===== config.mk =====
export PLATFORM = sky130hd
export DESIGN_NAME = alu_mul_sequencer
export DESIGN_NICKNAME = d
export VERILOG_FILES = /design/src/rtl/alu_mul_sequencer.sv
export SDC_FILE = /design/constraint.sdc
export NUM_CORES = 1
export LEC_CHECK = 0
export ABC_CLOCK_PERIOD_IN_PS = 3250
export CORE_MARGIN = 1
export CORE_UTILIZATION = 30
export CTS_CLUSTER_SIZE = 10
export DETAILED_ROUTE_END_ITERATION = 8
export GPL_TIMING_DRIVEN = 0
export PLACE_DENSITY = 0.63
export SLEW_MARGIN = 20
export SYNTH_ARGS = -nofsm -noshare
export SYNTH_HDL_FRONTEND = slang
export SYNTH_SLANG_ARGS = --single-unit

===== constraint.sdc =====
create_clock -name clk -period 3.25 [get_ports clk]
set_input_delay 0.65 -clock clk [delete_from_list [all_inputs] [get_ports clk]]
set_output_delay 0.65 -clock clk [all_outputs]
set_load 0.01 [all_outputs]

===== src/rtl/alu_mul_sequencer.sv =====
// Shares the EX-stage ALU: combinational pass-through, or a shift-add multiply using ALU add/sub.
// Latency: pass-through 0 cycles; multiply WIDTH+1 cycles (WIDTH+3 with MULSEQ_SIGNED_EN for signed fix-up).
// Backpressure: stall/mul_busy freeze the pipeline while busy; mul_start outside IDLE is dropped.
module alu_mul_sequencer #(
    parameter int WIDTH = 32,
    parameter int CNT_W = 6
) (
    input  logic             clk,
    input  logic             reset,
    input  logic [3:0]       ex_alucon,
    input  logic [WIDTH-1:0] ex_a,
    input  logic [WIDTH-1:0] ex_b,
    output logic [WIDTH-1:0] ex_result,
    input  logic             mul_start,
    input  logic [WIDTH-1:0] mul_a,
    input  logic [WIDTH-1:0] mul_b,
    input  logic             mul_signed,
    output logic             mul_busy,
    output logic             stall,
    output logic             mul_done,
    output logic [WIDTH-1:0] mul_hi,
    output logic [WIDTH-1:0] mul_lo,
    output logic [3:0]       alu_con,
    output logic [WIDTH-1:0] alu_a,
    output logic [WIDTH-1:0] alu_b,
    input  logic [WIDTH-1:0] alu_result
);

    localparam logic [3:0] ALU_ADD = 4'b0010;
`ifdef MULSEQ_SIGNED_EN
    localparam logic [3:0] ALU_SUB = 4'b0011;
    typedef enum logic [2:0] {S_IDLE, S_RUN, S_FIXA, S_FIXB, S_DONE} state_t;
`else
    typedef enum logic [2:0] {S_IDLE, S_RUN, S_DONE} state_t;
`endif

    state_t           r_state;
    state_t           w_state_nxt;
    logic [WIDTH-1:0] r_mcand;
    logic [WIDTH-1:0] r_hi;
    logic [WIDTH-1:0] r_lo;
    logic [CNT_W-1:0] r_cnt;
    logic [WIDTH-1:0] r_mul_hi;
    logic [WIDTH-1:0] r_mul_lo;
    logic [WIDTH-1:0] w_hi_nxt;
    logic [WIDTH-1:0] w_lo_nxt;
    logic             w_carry;

`ifdef MULSEQ_SIGNED_EN
    logic             r_sa;
    logic             r_sb;
    logic [WIDTH-1:0] r_mul_b;
`else
    logic             w_unused_signed;
    assign w_unused_signed = mul_signed;
`endif

    // The ALU has no carry-out: an unsigned wrap of the sum shows up as result < hi.
    assign w_carry = (alu_result < r_hi);

    always_comb begin
        w_state_nxt = r_state;
        alu_con     = ex_alucon;
        alu_a       = ex_a;
        alu_b       = ex_b;
        w_hi_nxt    = r_hi;
        w_lo_nxt    = r_lo;
        case (r_state)
            S_IDLE: begin
                if (mul_start) w_state_nxt = S_RUN;
            end
            S_RUN: begin
                alu_con  = ALU_ADD;
                alu_a    = r_hi;
                alu_b    = r_lo[0] ? r_mcand : '0;
                w_hi_nxt = {w_carry, alu_result[WIDTH-1:1]};
                w_lo_nxt = {alu_result[0], r_lo[WIDTH-1:1]};
                if (r_cnt == CNT_W'(WIDTH-1)) begin
`ifdef MULSEQ_SIGNED_EN
                    w_state_nxt = S_FIXA;
`else
                    w_state_nxt = S_DONE;
`endif
                end
            end
`ifdef MULSEQ_SIGNED_EN
            S_FIXA: begin
                alu_con     = ALU_SUB;
                alu_a       = r_hi;
                alu_b       = r_sa ? r_mul_b : '0;
                w_hi_nxt    = alu_result;
                w_state_nxt = S_FIXB;
            end
            S_FIXB: begin
                alu_con     = ALU_SUB;
                alu_a       = r_hi;
                alu_b       = r_sb ? r_mcand : '0;
                w_hi_nxt    = alu_result;
                w_state_nxt = S_DONE;
            end
`endif
            S_DONE:  w_state_nxt = S_IDLE;
            default: w_state_nxt = S_IDLE;
        endcase
    end

    always_ff @(posedge clk) begin
        if (reset) begin
            r_state  <= S_IDLE;
            r_mcand  <= '0;
            r_hi     <= '0;
            r_lo     <= '0;
            r_cnt    <= '0;
            r_mul_hi <= '0;
            r_mul_lo <= '0;
`ifdef MULSEQ_SIGNED_EN
            r_sa     <= 1'b0;
            r_sb     <= 1'b0;
            r_mul_b  <= '0;
`endif
        end else begin
            r_state <= w_state_nxt;
            case (r_state)
                S_IDLE: begin
                    if (mul_start) begin
                        r_mcand <= mul_a;
                        r_lo    <= mul_b;
                        r_hi    <= '0;
                        r_cnt   <= '0;
`ifdef MULSEQ_SIGNED_EN
                        r_sa    <= mul_signed & mul_a[WIDTH-1];
                        r_sb    <= mul_signed & mul_b[WIDTH-1];
                        r_mul_b <= mul_b;
`endif
                    end
                end
                S_RUN: begin
                    r_hi  <= w_hi_nxt;
                    r_lo  <= w_lo_nxt;
                    r_cnt <= r_cnt + 1'b1;
                end
`ifdef MULSEQ_SIGNED_EN
                S_FIXA, S_FIXB: r_hi <= w_hi_nxt;
`endif
                default: ;
            endcase
            // Publish the product on entry to DONE so it is valid alongside mul_done.
            if (w_state_nxt == S_DONE) begin
                r_mul_hi <= w_hi_nxt;
                r_mul_lo <= w_lo_nxt;
            end
        end
    end

    assign ex_result = alu_result;
    assign mul_busy  = (r_state != S_IDLE);
    assign stall     = mul_busy;
    assign mul_done  = (r_state == S_DONE);
    assign mul_hi    = r_mul_hi;
    assign mul_lo    = r_mul_lo;

endmodule

# ---- Word level (Yosys, flattened, before mapping)
# Index checks and enable logic that the tools add are counted.
# Widths: inputs -> output; s select.
dict set report classes {
  add_sub_neg 1
  multipliers 0
  div_mod_pow 0
  magnitude_cmp 1
  n_eq_ne 5
  shifts 0
  muxes 15
  n_bitwise 0
  n_reduce_logical 5
}
# operator n
set ops {}
lappend ops {{$mux 32} 7}
lappend ops {{$pmux 32 s2} 2}
lappend ops {{$lt 32x32->1} 1}
lappend ops {{$pmux 6 s2} 1}
lappend ops {{$add 6x1->6 const B} 1}
lappend ops {{$eq 3x2->1 const B} 2}
lappend ops {{$eq 6x5->1 const B} 1}
lappend ops {{$mux 3} 2}
lappend ops {{$mux 6} 1}
lappend ops {{$pmux 3 s2} 1}
lappend ops {{$mux 4} 1}
lappend ops {{$reduce_and 2->1} 2}
lappend ops {{$eq 3x1->1 const B} 1}
lappend ops {{$logic_not 3->1} 1}
lappend ops {{$reduce_bool 3->1} 1}
lappend ops {{$ne 2x2->1 const B} 1}
lappend ops {{$reduce_bool 2->1} 1}
dict set report word_totals {
  ff_bits 169
  latchBits 0
  mem_bits_rw 0
  romBits 0
  input_bits 168
  out_inout_bits 167
  wordCells 34
  mem_count 0
}

# ---- Longest topological paths before layout
# Gate-level depths: netlist of the first run.
dict set report depth {
  ltp_word 4
  depth_mapped 8
  depth_no_buf 8
}

# ---- Worst setup path after synthesis of the first run
# OpenSTA, ideal clock, no wires.
dict set report synth_path {
  path_type {input port to flip-flop}
  from {input alu_result[7]}
  to {register r_mul_hi[31], in the netlist mul_hi[31]}
  setup_ps 114
  arrival_ps 1975
  required_time_ps 3136
  setup_slack_ps 1162
  stages 6
  path_buffers 0
  cell_sequence {ha_1 > nand4_1 > o311a_1 > o41ai_2 > a41oi_1 > a21o_1}
}
dict set report synth_via {
  elab_chain_len 2
}
# item line_no
set synth_rtl {}
lappend synth_rtl {{from (decl)} 26} ;# input logic [WIDTH-1:0] alu_result
lappend synth_rtl {{$lt 32x32->1} 59} ;# assign w_carry = (alu_result < r_hi);
lappend synth_rtl {{$mux 32} 68} ;# case (r_state)
lappend synth_rtl {{to (signal assigned)} 149} ;# r_mul_hi <= w_hi_nxt;
lappend synth_rtl {{to (decl)} 43} ;# logic [WIDTH-1:0] r_mul_hi;
# Every way passes these cells.
# A chain may end at the register's enable or synchronous reset.

# ---- Worst setup path after layout of the first run
dict set report layout_path {
  from {register r_state[1]}
  to {output alu_a[13]}
}
dict set report layout_via {
  elab_chain_len 2
}
# item line_no
set layout_rtl {}
lappend layout_rtl {{from (decl)} 37} ;# state_t r_state;
lappend layout_rtl {{from (signal assigned)} 122} ;# r_state <= w_state_nxt;
lappend layout_rtl {{$eq 3x1->1} 68}
lappend layout_rtl {{$mux 32} 68}
lappend layout_rtl {{to (decl)} 24} ;# output logic [WIDTH-1:0] alu_a,
# Every way passes these cells.

==> qor.yml, run 1 <==
status: "finished clean"
die_x_um: 163
worstSetupEndpointType: "primary output"
layout-drive-gt1-share: 0.0757
synth_edf_count: 0
ys.flop_type: "dfxtp_1"
place_congestion: 0.820
grt_pass1_vias: 7980
cts.reportedPaths.clkPinSlew_ns: 0.07
cp_max_fo: 10
async_flop_share: 0
htreeDepth: 4
p_leak_nw: 4.54
die_h_um: 163
cp.arrival_ns: 2.45
worst_pin_slew_ns: 0.832
portBuffers: 333
yosys.area.top_type: "dfxtp_1"
dpl-instance-area_um2: 11600
dieArea_um2: 26700
grt_usage: 0.203
fmax_mhz: 323
stdcell_area_um2: 12200
skew_ns: 0.00940
clk_latency_ns: 0.42
period_minus_slack_ns: 3.10
hold_depth: 2
ff2ff_path_depth: 7
wl_per_cell_um: 15.7
num_io_pins: 335
drtPass1Iterations: 5
hold_buffers: 0
final_hold_viol_count: 0
rsz0062_at_grt: "false"
viasPerCell: 4.72
dp_hpwl_um: 21100
fp-row-count: 58
avgSynthCellArea_um2: 7.27
clockRootBuffer: "clkbuf_16"
cp.required_ns: 2.60
crit_path_start_kind: "register"
clock_path_buffers: 2
ant_nets: 0
yosysUniqueCellTypes: 35
ir_drop_v: 0.000297
routed_wl_um: 27700
num_vias: 8345
antennaDiodeCount: 0
initial_core_util: 0.308
antenna_found_initial: 0
drc_errors: 0
slew_headroom: 0.445
synthCells: 1074
nets: 1626
maxSlewViolCount: 0
setup_viol: 0
grt_max_degree: 17
ys.warnings.count: 0
min_path_type: "reg2reg"
critPathKind: "reg2out"
synth.area.top_cells: "dfxtp_1 (43%), nand2_1 (19%), a21oi_1 (11%), ha_1 (5.1%), buf_4 (3.7%)"
cts_buffers: 17
cts_tree: "done"
yosysTopAreaCellShare: 0.433
powerDensity_nw_per_um2: 418
startpoint: "r_state[1]"
ys_seq_elements: 169
maxCapViolations: 0
first_iter_violations: 295
clock-sinks: 169
fillers: 2557
worstReg2RegStart: "r_hi[7]"
setup_tns_ns: 0
area_delta_synth_final_pct: 56.3
fin_crit_sh: 0.953
ys_seq_area_frac: 0.433
fp.coreArea_um2: 25300
grt_pass1_wl_um: 42200
syn_area_um2: 7810
grt_overflow: 0
hp-start: "r_hi[20]"
syn-num-nets: 1274
-- through the flow --
stage | total power (W) | worst slack [ns] | utilization | std cells | hold WS (ns)
floorplan | 0.00250 | 1.16 | - | 1074 | 0.432
global placement | 0.00298 | -0.0887 | 0.456 | 1737 | 0.440
detailed placement | 0.00298 | -0.0668 | 0.456 | 1737 | 0.446
CTS | 0.00516 | 0.00832 | 0.482 | 1769 | 0.455
global route | 0.00532 | 0.0108 | 0.482 | 1769 | 0.473
finish | 0.00510 | 0.153 | 0.482 | 1769 | 0.454
-- synth_stat cells, types with 2 or more instances --
cell type	count
a21o_1	2
a21oi_1	176
a22oi_1	33
and2_1	5
buf_1	3
buf_2	28
buf_4	38
clkbuf_1	39
dfxtp_1	169
ha_1	32
inv_1	32
nand2_1	398
nand2b_1	5
nand3_1	39
nand4_1	4
nor2_1	13
nor3_1	3
nor3b_1	2
o21ai_0	33
o21ai_1	5
-- metal layers --
metal  GRT usage  part of all wire  wire length, um
met2       0.365              0.50            13700
met1       0.248              0.44            12100
met5           0                 0                0
met4      0.0421            0.0099              273
met3      0.0429             0.060             1660
-- worst max-delay path: stages, from the launching register on --
cell and delay [ns]:
dfxtp_1 0.35, nor2_1 0.06, nand2_1 0.20, buf_4 0.24
clkbuf_1 0.36, nand2_1 0.09, o21ai_0 0.13, clkdlybuf4s50_1 0.60
-- sequential cells by signal, summed over array words and instances (netlist names) --
| register | flops |
|---|---|
| r_cnt | 6 |
| r_hi | 32 |
| r_mcand | 32 |
| mul_lo | 32 |
| r_lo | 32 |
| r_state | 3 |
| mul_hi | 32 |
-- final timing paths --
kind	endpoint	slack [ns]
worst max-delay path	alu_a[13]	0.15
worst min-delay path	r_hi[20]	0.45
worst max register to register	mul_hi[31]	1.16
worst min register to register	r_hi[20]	0.45
-- area by class of cell --
| cell class | instances | area (um^2) | area share |
|---|---|---|---|
| plain buffers | 108 | 611 | 0.0500 |
| multi-input cells | 765 | 3720 | 0.305 |
| clock buffers | 18 | 439 | 0.0360 |
| inverters | 32 | 120 | 0.00984 |
| repair buffers | 333 | 3330 | 0.273 |
| flip-flops and latches | 169 | 3380 | 0.277 |
| well taps | 330 | 413 | 0.0338 |
| clock inverters | 14 | 184 | 0.0151 |
-- cells by family (layout without fill, tap and decap cells) --
family,after synthesis,after routing,share of synthesized area
AOI/OAI and AO/OA,257,257,0.180
adders and majority gates,32,32,0.0513
buffers and inverters,140,505,0.0900
DFF,169,169,0.433
muxes,1,1,0.00144
other,1,1,0.000480
and+or+nand+nor,474,474,0.243
-- placed cells by master (no fill, tap or decap), drive strengths merged, types with 2 or more instances in the layout --
cell           synthesis  routed
ha                    32      32
bufinv                 0       3
a21oi                176     176
clkdlybuf4s50          0     333
nand2                398     398
nor2                  14      14
nand4                  4       4
clkbuf                39      56
clkinv                 0       4
dfxtp                169     169
buf                   69      70
and2                   5       5
a21o                   2       2
nand2b                 5       5
nand3                 39      39
a22oi                 33      33
inv                   32      39
nor3b                  2       2
o21ai                 38      38
nor3                   4       4
-- repair_timing --
action                     4_1_cts  5_1_grt
buffers inserted                 0        0
gates resized for setup          9       10
setup endpoints to repair       43       34
-- where the power goes --
group	switching (W)	total (W)	internal, W
combinational	0.000354	0.000787	0.000432
sequential	0.0000287	0.00215	0.00212
clock	0.000912	0.00217	0.00126
Power figures use the tool's default switching activity.
==> run 2, diff against run 1 <==
--- a/config.mk
+++ b/config.mk
@@ -8,7 +8,6 @@
 export ABC_CLOCK_PERIOD_IN_PS = 3250
 export CORE_MARGIN = 1
 export CORE_UTILIZATION = 30
-export CTS_CLUSTER_SIZE = 10
 export DETAILED_ROUTE_END_ITERATION = 8
 export GPL_TIMING_DRIVEN = 0
 export PLACE_DENSITY = 0.63
==> results of run 2 <==
Final layout, timing and power as in run 1 (identical DEF).
==> run 3, diff against run 2 <==
--- a/config.mk
+++ b/config.mk
@@ -5,7 +5,7 @@
 export SDC_FILE = /design/constraint.sdc
 export NUM_CORES = 1
 export LEC_CHECK = 0
-export ABC_CLOCK_PERIOD_IN_PS = 3250
+export ABC_CLOCK_PERIOD_IN_PS = 3600
 export CORE_MARGIN = 1
 export CORE_UTILIZATION = 30
 export DETAILED_ROUTE_END_ITERATION = 8
==> constraint.sdc (replaced) <==
create_clock -name clk -period 3.6 [get_ports clk]
set_input_delay 0.72 -clock clk [delete_from_list [all_inputs] [get_ports clk]]
set_output_delay 0.72 -clock clk [all_outputs]
set_load 0.01 [all_outputs]
==> run 3 against run 2 <==
Against the previous run:
- worst setup slack improved by 0.052 ns
- combinational power fell by 10%
- largest cell class unchanged
- die area is the same
- register-to-register slack gained 0.35 ns
- hold slack about the same
- clock-buffer cell count unchanged
- clock skew about the same
- clock power decreased by 9.7%
- sequential cell count is the same
- critical path type unchanged
==> qor.yml, run 3 (same netlist as run 1, synthesis figures left out) <==
cp.required_ns: 2.88
crit_family: "buffers and inverters"
fillers: 2556
num_vias: 8325
seq_power_share: 0.421
setup_viol: 0
clockPowerShare: 0.425
worstSetupEndpointType: "primary output"
ir_drop_v: 0.000268
cts_buffers: 17
slew_headroom: 0.436
final_common_cell: "nand2_1"
htreeDepth: 4
cts_tree: "done"
fp-row-count: 58
crit_buf_inv: 4
min_path_type: "reg2reg"
cp.arrival_ns: 2.68
p_leak_nw: 4.52
critPathKind: "reg2out"
path_common_cell: "nand2_1"
setup_tns_ns: 0
clock_path_buffers: 2
dp_hpwl_um: 21100
crit_path_start_kind: "register"
grt_overflow: 0
nets: 1626
viasPerCell: 4.71
rsz0062_at_grt: "false"
seq_area_um2: 3380
dieArea_um2: 26700
layout-drive-gt1-share: 0.0723
p_sw_w: 0.00117
fmax_mhz: 295
power_frac_comb: 0.154
die_x_um: 163
num_io_pins: 335
place_congestion: 0.820
worst_pin_slew_ns: 0.845
cp_cell_sequence: "nor2_1, nand2_1, buf_2, clkbuf_4, buf_4, nand2_1, o21ai_0, clkdlybuf4s50_1"
fin_crit_sh: 0.943
slowest_stage: "clkdlybuf4s50_1"
die_h_um: 163
drtPass1Iterations: 5
portBuffers: 333
stdcell_area_um2: 12200
status: "finished clean"
clk_latency_ns: 0.42
layout_common_cells: "nand2_1 (398), clkdlybuf4s50_1 (333), a21oi_1 (176)"
cp_max_fo: 10
grt_max_degree: 17
final_hold_viol_count: 0
clockRootBuffer: "clkbuf_16"
wl_per_cell_um: 15.7
grt_pass1_vias: 7981
period_minus_slack_ns: 3.40
antennaDiodeCount: 0
drc_errors: 0
ant_nets: 0
cts.reportedPaths.clkPinSlew_ns: 0.07
area_delta_synth_final_pct: 56.1
initial_core_util: 0.308
hold_buffers: 0
first_iter_violations: 289
antenna_found_initial: 0
grt_usage: 0.203
critPathMaxStageDelay_ns: 0.57
fin_util: 0.481
p_int_w: 0.00343
maxCapViolations: 0
grt_pass1_wl_um: 42100
maxSlewViolCount: 0
switching_share: 0.254
clock-sinks: 169
powerDensity_nw_per_um2: 378
routed_wl_um: 27700
multi_input_area_um2: 3720
skew_ns: 0.00977
fp.coreArea_um2: 25300
dpl-instance-area_um2: 11600
-- run 3: changes by cell type in the layout (fill, tap and decap cells not counted), sizes merged --
| cell | previous run | this run |
|---|---|---|
| clkbuf | 56 | 59 |
| buf | 70 | 67 |
-- run 3: worst reg2reg max path: stages, from the launching register on --
cell and delay (ns):
dfxtp_1 0.33, inv_1 0.09, ha_1 0.30, a211o_1 0.12
a31oi_1 0.04, o311a_1 0.34, o41ai_2 0.38, a41oi_1 0.20
a21o_1 0.20
-- run 3: area by class of cell --
class / instances / area share
timing repair buffer: 333 / 0.273
buffer: 108 / 0.0486
sequential: 169 / 0.278
clock buffer: 18 / 0.0360
inverter: 32 / 0.00986
multi-input combinational: 765 / 0.306
tap: 330 / 0.0339
clock inverter: 14 / 0.0151
-- run 3: per-stage QoR --
| step | setup WS (ns) | power (W) | instances | hold slack (ns) |
|---|---|---|---|---|
| 2_1_floorplan | 1.44 | 0.00226 | 1074 | 0.432 |
| 3_3_place_gp | 0.191 | 0.00269 | 1737 | 0.440 |
| 3_5_place_dp | 0.213 | 0.00269 | 1737 | 0.446 |
| 4_1_cts | 0.0796 | 0.00466 | 1769 | 0.455 |
| 5_1_grt | 0.0416 | 0.00480 | 1769 | 0.473 |
| 6_report | 0.205 | 0.00461 | 1769 | 0.455 |
-- run 3: power by group through the flow --
stage          clock network (W)  logic [W]  registers (W)
3_3_place_gp                   0   0.000707        0.00198
6_report                 0.00196   0.000708        0.00194
2_1_floorplan                  0   0.000287        0.00197
3_5_place_dp                   0   0.000713        0.00198
5_1_grt                  0.00208   0.000776        0.00194
4_1_cts                  0.00201   0.000717        0.00194
-- run 3: worst paths after layout --
kind / from / end / slack (ns) / cells past startpoint
min: mul_lo[27] / mul_lo[27] / 0.45 / 2
max: r_state[1] / alu_a[30] / 0.20 / 8
min reg2reg: mul_lo[27] / mul_lo[27] / 0.45 / 2
max reg2reg: r_hi[2] / mul_hi[31] / 1.51 / 8
-- run 3: routing by layer --
metal  track usage  vias up  wire, um
met5             0        -         0
met4        0.0421        0       271
met3        0.0429       18      1670
met2         0.365      262     13800
met1         0.248     3825     12000
li1              -     4220         -
-- run 3: timing repair --
item	in CTS	in global routing
resized for setup	1	6
endpoints found under the setup margin	1	13
pin swaps	0	0
setup buffers	0	0
